## src/rtl/uart_tx_frame.sv

```systemverilog
// UART frame serializer: start, DATA_WIDTH bits LSB-first, optional parity, stop; each bit held Prescale clocks (0 means 1).
// busy=1 from acceptance to the last stop edge, and Data_Valid is ignored meanwhile; define UART_TX_TWO_STOP_EN for two stop bits.
module uart_tx_frame #(
   parameter int DATA_WIDTH     = 8,
   parameter int PRESCALE_WIDTH = 6
) (
   input  logic                      CLK,
   input  logic                      RST,
   input  logic [DATA_WIDTH-1:0]     P_DATA,
   input  logic                      Data_Valid,
   input  logic                      PAR_EN,
   input  logic                      PAR_TYP,
   input  logic [PRESCALE_WIDTH-1:0] Prescale,
   output logic                      TX_OUT,
   output logic                      busy
);

   localparam int BIT_W = (DATA_WIDTH > 1) ? $clog2(DATA_WIDTH) : 1;

   typedef enum logic [2:0] {
      S_IDLE,
      S_START,
      S_DATA,
      S_PARITY,
      S_STOP
   } state_t;

   state_t                    r_state;
   state_t                    w_state_nxt;
   logic [PRESCALE_WIDTH-1:0] r_cnt;
   logic [PRESCALE_WIDTH-1:0] w_cnt_nxt;
   logic [PRESCALE_WIDTH-1:0] r_presc;
   logic [PRESCALE_WIDTH-1:0] w_p_last;
   logic [BIT_W-1:0]          r_bit;
   logic [BIT_W-1:0]          w_bit_nxt;
   logic [DATA_WIDTH-1:0]     r_shift;
   logic [DATA_WIDTH-1:0]     w_shift_nxt;
   logic                      r_par_en;
   logic                      r_par_bit;
   logic                      r_tx;
   logic                      w_tx_nxt;
   logic                      r_busy;
   logic                      w_busy_nxt;
   logic                      w_accept;
   logic                      w_bit_done;

   // Last count of a bit period; a latched Prescale of 0 behaves as 1.
   assign w_p_last   = (r_presc == '0) ? '0 : r_presc - PRESCALE_WIDTH'(1);
   assign w_bit_done = (r_cnt == w_p_last);
   assign w_accept   = (r_state == S_IDLE) && Data_Valid;

   always_ff @(posedge CLK) begin
      if (RST) begin
         r_state   <= S_IDLE;
         r_cnt     <= '0;
         r_bit     <= '0;
         r_shift   <= '0;
         r_presc   <= '0;
         r_par_en  <= 1'b0;
         r_par_bit <= 1'b0;
         r_tx      <= 1'b1;
         r_busy    <= 1'b0;
      end else begin
         r_state <= w_state_nxt;
         r_cnt   <= w_cnt_nxt;
         r_bit   <= w_bit_nxt;
         r_shift <= w_shift_nxt;
         r_tx    <= w_tx_nxt;
         r_busy  <= w_busy_nxt;
         if (w_accept) begin
            r_presc   <= Prescale;
            r_par_en  <= PAR_EN;
            r_par_bit <= (^P_DATA) ^ PAR_TYP;
         end
      end
   end

   always_comb begin
      w_state_nxt = r_state;
      w_cnt_nxt   = r_cnt;
      w_bit_nxt   = r_bit;
      w_shift_nxt = r_shift;
      w_tx_nxt    = r_tx;
      w_busy_nxt  = r_busy;
      if (r_state == S_IDLE) begin
         w_tx_nxt   = 1'b1;
         w_busy_nxt = 1'b0;
         if (Data_Valid) begin
            w_state_nxt = S_START;
            w_cnt_nxt   = '0;
            w_bit_nxt   = '0;
            w_shift_nxt = P_DATA;
            w_tx_nxt    = 1'b0;
            w_busy_nxt  = 1'b1;
         end
      end else if (!w_bit_done) begin
         w_cnt_nxt = r_cnt + PRESCALE_WIDTH'(1);
      end else begin
         // Next bit's level is computed here so TX_OUT comes straight from r_tx.
         w_cnt_nxt = '0;
         case (r_state)
            S_START: begin
               w_state_nxt = S_DATA;
               w_bit_nxt   = '0;
               w_tx_nxt    = r_shift[0];
            end
            S_DATA: begin
               if (r_bit == BIT_W'(DATA_WIDTH - 1)) begin
                  w_bit_nxt = '0;
                  if (r_par_en) begin
                     w_state_nxt = S_PARITY;
                     w_tx_nxt    = r_par_bit;
                  end else begin
                     w_state_nxt = S_STOP;
                     w_tx_nxt    = 1'b1;
                  end
               end else begin
                  w_bit_nxt   = r_bit + BIT_W'(1);
                  w_shift_nxt = r_shift >> 1;
                  w_tx_nxt    = w_shift_nxt[0];
               end
            end
            S_PARITY: begin
               w_state_nxt = S_STOP;
               w_bit_nxt   = '0;
               w_tx_nxt    = 1'b1;
            end
            S_STOP: begin
               w_tx_nxt = 1'b1;
`ifdef UART_TX_TWO_STOP_EN
               if (r_bit == '0) begin
                  w_bit_nxt = BIT_W'(1);
               end else begin
                  w_state_nxt = S_IDLE;
                  w_bit_nxt   = '0;
                  w_busy_nxt  = 1'b0;
               end
`else
               w_state_nxt = S_IDLE;
               w_busy_nxt  = 1'b0;
`endif
            end
            default: begin
               w_state_nxt = S_IDLE;
               w_tx_nxt    = 1'b1;
               w_busy_nxt  = 1'b0;
            end
         endcase
      end
   end

   assign TX_OUT = r_tx;
   assign busy   = r_busy;

endmodule

```

## config.mk

```make
export PLATFORM = sky130hd
export DESIGN_NAME = uart_tx_frame
export DESIGN_NICKNAME = d
export VERILOG_FILES = /design/src/rtl/uart_tx_frame.sv
export SDC_FILE = /design/constraint.sdc
export NUM_CORES = 1
export LEC_CHECK = 0
export ABC_AREA = 0
export CORE_MARGIN = 1.5
export CORE_UTILIZATION = 45
export CTS_CLUSTER_DIAMETER = 50
export DETAILED_ROUTE_END_ITERATION = 8
export PLACE_DENSITY_LB_ADDON = 0.2
export SLEW_MARGIN = 5
export SYNTH_ARGS = -nofsm -noshare
export SYNTH_HDL_FRONTEND = slang
export SYNTH_SLANG_ARGS = --single-unit
```

## constraint.sdc

```tcl
create_clock -name CLK -period 6 [get_ports CLK]
set_input_delay 0.9 -clock CLK [delete_from_list [all_inputs] [get_ports CLK]]
set_output_delay 0.9 -clock CLK [all_outputs]
set_load 0.005 [all_outputs]
```

==> results of run 1 <==
[placed cells by master, fill, tap and decap left out, types with 4 or more instances in the layout]
master,Yosys,layout
inv_1,9,9
nor2_1,22,22
or3_1,4,4
ha_1,4,4
or4_1,9,9
xnor2_1,8,8
o221ai_1,4,4
xor2_1,6,6
and2_1,4,4
nor2b_1,5,5
clkbuf_8,0,6
a21oi_1,17,17
a31oi_1,10,10
clkdlybuf4s50_1,0,20
o2111ai_1,8,8
mux2i_1,11,11
nand2_1,27,27
nand3_1,12,12
dfxtp_1,30,30
o21ai_0,6,6
[cells by family (layout without fill, tap and decap cells)]
logic type | after synthesis | after routing | share of synthesized area
and+or+nand+nor | 98 | 98 | 0.2642
buffers and inverters | 25 | 37 | 0.05533
AOI/OAI and AO/OA | 58 | 58 | 0.2154
xor gates and xnor gates | 14 | 14 | 0.06456
DFF | 30 | 30 | 0.3162
adders and majority gates | 4 | 4 | 0.02635
muxes | 11 | 11 | 0.05797
[layer usage]
metal / track usage / vias up / routed length, µm
li1: - / 907 / -
met1: 0.2644 / 835 / 2009
met2: 0.3386 / 36 / 2101
met3: 0.05428 / 7 / 197
met4: 0.06750 / 0 / 59
met5: 0 / - / 0
[power groups by stage]
stage	combinational, mW	sequential (mW)	clock, mW
finish	0.381	0.296	0.167
global route	0.427	0.303	0.181
CTS	0.384	0.294	0.173
detailed placement	0.384	0.298	0
global placement	0.379	0.299	0
floorplan	0.318	0.281	0
[registers in the layout, indices dropped and copies added, names as in the netlist]
signal / cells
TX_OUT: 1
busy: 1
r_bit: 3
r_cnt: 6
r_par_bit: 1
r_par_en: 1
r_presc: 6
r_shift: 8
r_state: 3
[through the flow]
step | hold slack (ps) | area (µm²) | instances | total power, mW
detailed placement | 464.2 | 2096 | 294 | 0.6811
CTS | 473.2 | 2187 | 302 | 0.8515
floorplan | 431.9 | 1899 | 240 | 0.5996
global route | 501.3 | 2187 | 302 | 0.9102
finish | 474.9 | 2187 | 302 | 0.8435
global placement | 447.9 | 2096 | 294 | 0.6780
[worst min-delay path by stage]
stage          slack (ps)  depth (start not counted)        end      start
6_report              470                          2   r_bit[2]   r_bit[2]
5_1_grt               500                          2   r_bit[2]   r_bit[2]
4_1_cts               470                          2  r_par_bit  r_par_bit
3_5_place_dp          460                          2   r_bit[2]   r_bit[2]
3_3_place_gp          450                          2  r_par_bit  r_par_bit
2_1_floorplan         430                          2  r_par_bit  r_par_bit
[critical path, cell delays in order]
cell and delay [ps]:
clkdlybuf4s50_1 880, inv_1 690, nand2_1 260, or4_1 540, nand3_1 100
[final cells by class]
| cell class | count | area share |
|---|---|---|
| multi-input cells | 185 | 0.5481 |
| flip-flops and latches | 30 | 0.2746 |
| repair buffers | 20 | 0.09153 |
| clock buffers | 7 | 0.03947 |
| well taps | 50 | 0.02860 |
| inverters | 9 | 0.01545 |
| clock inverters | 1 | 0.002288 |
==> impl_results.md, run 1 <==
- Status: completed
- Sw Ratio: 0.4318
- Sequential power share: 0.350
- Post-CTS Setup Bufs: 0
- Final Worst Setup Slack: 2854 ps
- Post-synth EDFFs: 0
- Remaining DRCs: 0
- Worst Max-Slew Pin Slew: 1041 ps
- Vias in the first global route: 1605
- Final hold viol count: 0
- Most common cell in the netlist: dfxtp_1
- Row cnt: 23
- HPWL after detailed placement: 3069 µm
- CP endpoint: r_shift[4]
- Highest clock rate: 0.3179 GHz
- CTS sink count: 30
- Pre-CTS setup slack: 2569 ps
- Largest cells by area after synthesis: dfxtp_1 (32%), mux2i_1 (5.8%), nand2_1 (5.3%), a21oi_1 (4.5%), nor2_1 (4.3%)
- Power share of the combinational group: 0.451
- Worst EP arrival: 3370 ps
- #FFs+latches synth: 30
- Max-cap violations: 0
- Post-Syn Instances: 240
- Net Sw Power: 0.3643 mW
- Period minus WS final: 3146 ps
- Clock Latency Late Sink: 290 ps
- Reg2Reg Depth: 8
- Routed via count: 1785
- Power per cell area: 385.7 nW/µm²
- Pins Over Slew Limit: 0
- Synth unique cells: 39
- Nets: 274
- Final WL: 4368 µm
- First-pass DRT Iterations: 4
- CP startpoint: RST
- Startpoint Class: primary input
- Share of layout cells above drive strength 1: 0.05952
- Initial antenna violation count: 0
- LEAKAGE: 0.8111 nW
- Crit path kind: primary input to register
- Most frequent cells after synthesis: dfxtp_1 (30), nand2_1 (27), nor2_1 (22)
- TritonCTS clock tree: built
- Prevailing post-synth register cell: dfxtp_1
- Ports: 21
- Synth warnings: 0
- Clock Pin Slew Worst Setup and Hold Paths: 70 ps
- Post-synth net total: 263
- Critical Path RT: 6230 ps
- Synthesized area: 1899 µm²
- Yosys top cell area share: 0.3162
- Final setup viols: 0
- Initial Util: 0.4714
- Number of buffers added on ports: 20
- Period utilization: 0.5243
- Final core occ: 0.5429
- All-Layer GR Usage: 0.2070
- Placer Congestion: 0.7787
- Post-synthesis sequential area ratio: 0.3162
- Largest net degree at the start of global routing: 27
- # hold bufs at CTS: 0
- Starting DRT DRC Count: 86
- Worst R2R End: r_state[0]
- Footprint of the multi-input gates: 1199 µm²
- Die area: 4619 µm²
- Clock Power Share: 0.198
- CP Max Fanout: 26
- Die H: 67.97 µm
- Root Driver: clkbuf_8
- Die span in x: 67.97 µm
- Antenna Nets Post-Route: 0
- Grt total ovfl: 0
- Mean Syn Cell Area: 7.914 µm²
- Area leader, netlist: dfxtp_1
- Vias per cell: 5.911
- Post-CTS sizing: 0
- Internal power: 0.4792 mW
- Slew HR: 0.3025
- Worst IR Drop VDD: 163.1 µV
- DR WL/cell: 14.46 µm
- Unrepaired setup endpoints after global routing: false
- TNS Setup: 0 ps
- Diodes inserted: 0
- HP Class: register to register
- Final Skew: 5.615 ps
- Crit. End Element: register
- Core footprint: 4029 µm²
- Reg2reg start: r_presc[0]
- Fill cells: 393
- CTS Buffer Depth: 2
- Register area: 600.6 µm²
- Worst reg-to-reg setup slack: 3070 ps
- Synth-to-layout area growth: 15.15%
- FFs w/ async S/R, synth: 0
- Htree depth: 2
- CTS Buf Count: 5
- First-pass GRT wire length: 7127 µm
Power figures use the tool's default switching activity.
==> inputs of run 2 (changes only) <==
==> constraint.sdc (replaced) <==
create_clock -name CLK -period 3.2 [get_ports CLK]
set_input_delay 0.48 -clock CLK [delete_from_list [all_inputs] [get_ports CLK]]
set_output_delay 0.48 -clock CLK [all_outputs]
set_load 0.005 [all_outputs]
==> impl_results.md, run 2 (synthesis gave the netlist of run 1 again) <==
- Worst EP arrival: 3000 ps (-370 ps)
- Critical Path RT: 3360 ps (-2870 ps)
- Worst path max stage delay: 650 ps (-230 ps)
- Clock Pin Slew Worst Setup and Hold Paths: 70 ps (about the same)
- Unrepaired setup endpoints after global routing: false
- Most frequent cells in the layout: dfxtp_1 (30), nand2_1 (27), nor2_1 (22)
- Clock Latency Late Sink: 290 ps (about the same)
- Die span in x: 67.97 µm (unchanged)
- Slew HR: 0.5846 (+0.2821)
- All-Layer GR Usage: 0.2097 (+0.002726)
- Met2 Track Usage GR: 0.2985 (-0.04005)
- Sw Ratio: 0.4293 (-0.002565)
- Remaining DRCs: 0 (unchanged)
- Max-cap violations: 0 (unchanged)
- Core footprint: 4029 µm² (unchanged)
- Post-CTS Setup Bufs: 0 (unchanged)
- Area after DPL: 2133 µm² (+1.8%)
- Initial Util: 0.4714 (unchanged)
- HP Class: register to register
- Row cnt: 23 (unchanged)
- Sequential power share: 0.342 (-0.008)
- Final Cell Area: 2225 µm² (+1.7%)
- Die area: 4619 µm² (unchanged)
- LEAKAGE: 0.8348 nW (+2.9%)
- Status: completed
- Root Driver: clkbuf_8
- Period minus WS final: 2842 ps
- Starting DRT DRC Count: 123 (+43%)
- Most common cell after layout, fill and taps aside: dfxtp_1
- Grt met1 use: 0.2939 (+0.02944)
- Nets: 279 (+1.8%)
- Placer Congestion: 0.8253 (+6.0%)
- Fin cells: 307 (+1.7%)
- Share of layout cells above drive strength 1: 0.07782 (+0.01830)
- First-pass DRT Iterations: 4 (unchanged)
- DR WL/cell: 14.31 µm (-1.1%)
- Power per cell area: 725.9 nW/µm² (+88%)
- Die H: 67.97 µm (unchanged)
- Initial antenna violation count: 0 (unchanged)
- CP bufs+invs: 1 (-1)
- Crit. End Element: register
- Antenna Nets Post-Route: 0 (unchanged)
- Pwr Total: 1.615 mW (+91%)
- Largest reg by FF count: r_shift
- Max reg flops: 8 (unchanged)
- First-pass GRT wire length: 7300 µm (+2.4%)
- Min Hold Slack: 456.0 ps (-18.91 ps)
- CTS sink count: 30 (unchanged)
- CTS Buffer Depth: 2 (unchanged)
- Diodes inserted: 0 (unchanged)
- Ports: 21 (unchanged)
- Highest clock rate: 0.3519 GHz
- M3 GR Usage: 0.06743 (+0.01316)
- Final core occ: 0.5522 (+0.009317)
- Period utilization: 0.8880
- TNS Setup: 0 ps (unchanged)
- Largest regs: r_shift: 8 flops, r_cnt: 6 flops, r_presc: 6 flops
- Pins Over Slew Limit: 0 (unchanged)
- Synth-to-layout area growth: 17.13%
- Final hold viol count: 0 (unchanged)
- Final Skew: 5.312 ps (-0.3029 ps)
- TritonCTS clock tree: built
- Slowest cell on crit path: o41ai_1
- Worst IR Drop VDD: 290.3 µV (+78%)
- Largest net degree at the start of global routing: 27 (unchanged)
- Clock Power Share: 0.200 (+0.002)
- Pre-CTS setup slack: 375.7 ps (-2193 ps)
- Worst Max-Slew Pin Slew: 621.6 ps (-419.0 ps)
- Final Worst Setup Slack: 358.5 ps (-2496 ps)
- CP Max Fanout: 23 (-12%)
- Grt total ovfl: 0 (unchanged)
- Most Crowded Layer GR: met2
- # hold bufs at CTS: 0 (unchanged)
- Crit path kind: register to register
- Vias per cell: 5.863 (-0.80%)
- Power share of the combinational group: 0.458 (+0.007)
- Vias in the first global route: 1543 (-3.9%)
- Placed cell count: 299 (+1.7%)
- Startpoint Class: register
- Post-CTS sizing: 0 (unchanged)
- Routed via count: 1800 (+0.84%)
- Net Sw Power: 0.6933 mW (+90%)
- Final setup viols: 0 (unchanged)
- HPWL after detailed placement: 3057 µm (-0.40%)
- Htree depth: 2 (unchanged)
- Worst path cell trace: inv_1 -> ha_1 -> or3b_4 -> mux2i_1 -> xor2_1 -> o2111ai_4 -> o41ai_1 -> o21ai_0
- Top delay family on crit path: compound AO/OA/AOI/OAI gates
- Internal power: 0.9217 mW (+92%)
- Number of buffers added on ports: 20 (unchanged)
- Final WL: 4392 µm (+0.55%)
- CTS Buf Count: 5 (unchanged)
## run 2: changes by cell type in the layout (fill, tap and decap cells not counted)
cell | before | now
buf_4 | 0 | 5
## run 2: power by group through the flow
stage / clock [mW] / combinational (mW) / sequential [mW]
final: 0.323 / 0.740 / 0.552
after global routing: 0.346 / 0.813 / 0.565
after CTS: 0.330 / 0.740 / 0.550
after detailed placement: 0 / 0.736 / 0.558
after global placement: 0 / 0.732 / 0.559
after floorplan: 0 / 0.597 / 0.527
## run 2: metal layers
metal  share of wire  wire length (µm)
met1            0.51              2256
met2            0.44              1920
met3           0.039               170
met4           0.010                44
met5               0                 0
## run 2: cell type report
| class | instances | area [µm²] |
|---|---|---|
| sequential | 30 | 600.6 |
| clock inverter | 1 | 5.005 |
| fill | 417 | 1804 |
| clock buffer | 7 | 86.33 |
| tap | 50 | 62.56 |
| timing repair buffer | 25 | 237.7 |
| inverter | 9 | 33.78 |
| multi-input combinational | 185 | 1199 |
## run 2: tightest hold or removal path: cells and delay by family (launching register included)
| family | cells | cell delay [ps] |
|---|---|---|
| AO/OA/AOI/OAI | 1 | 50 |
| flip-flops | 1 | 310 |
| AND/OR/NAND/NOR | 1 | 50 |
## run 2: path summary, 6_finish.rpt
kind                                  from   endpoint  slack [ps]  depth (start not counted)
worst max register to register  r_presc[0]   r_bit[0]         360                          8
worst min-delay path             r_par_bit  r_par_bit         460                          2
worst min register to register   r_par_bit  r_par_bit         460                          2
worst max-delay path            r_presc[0]   r_bit[0]         360                          8
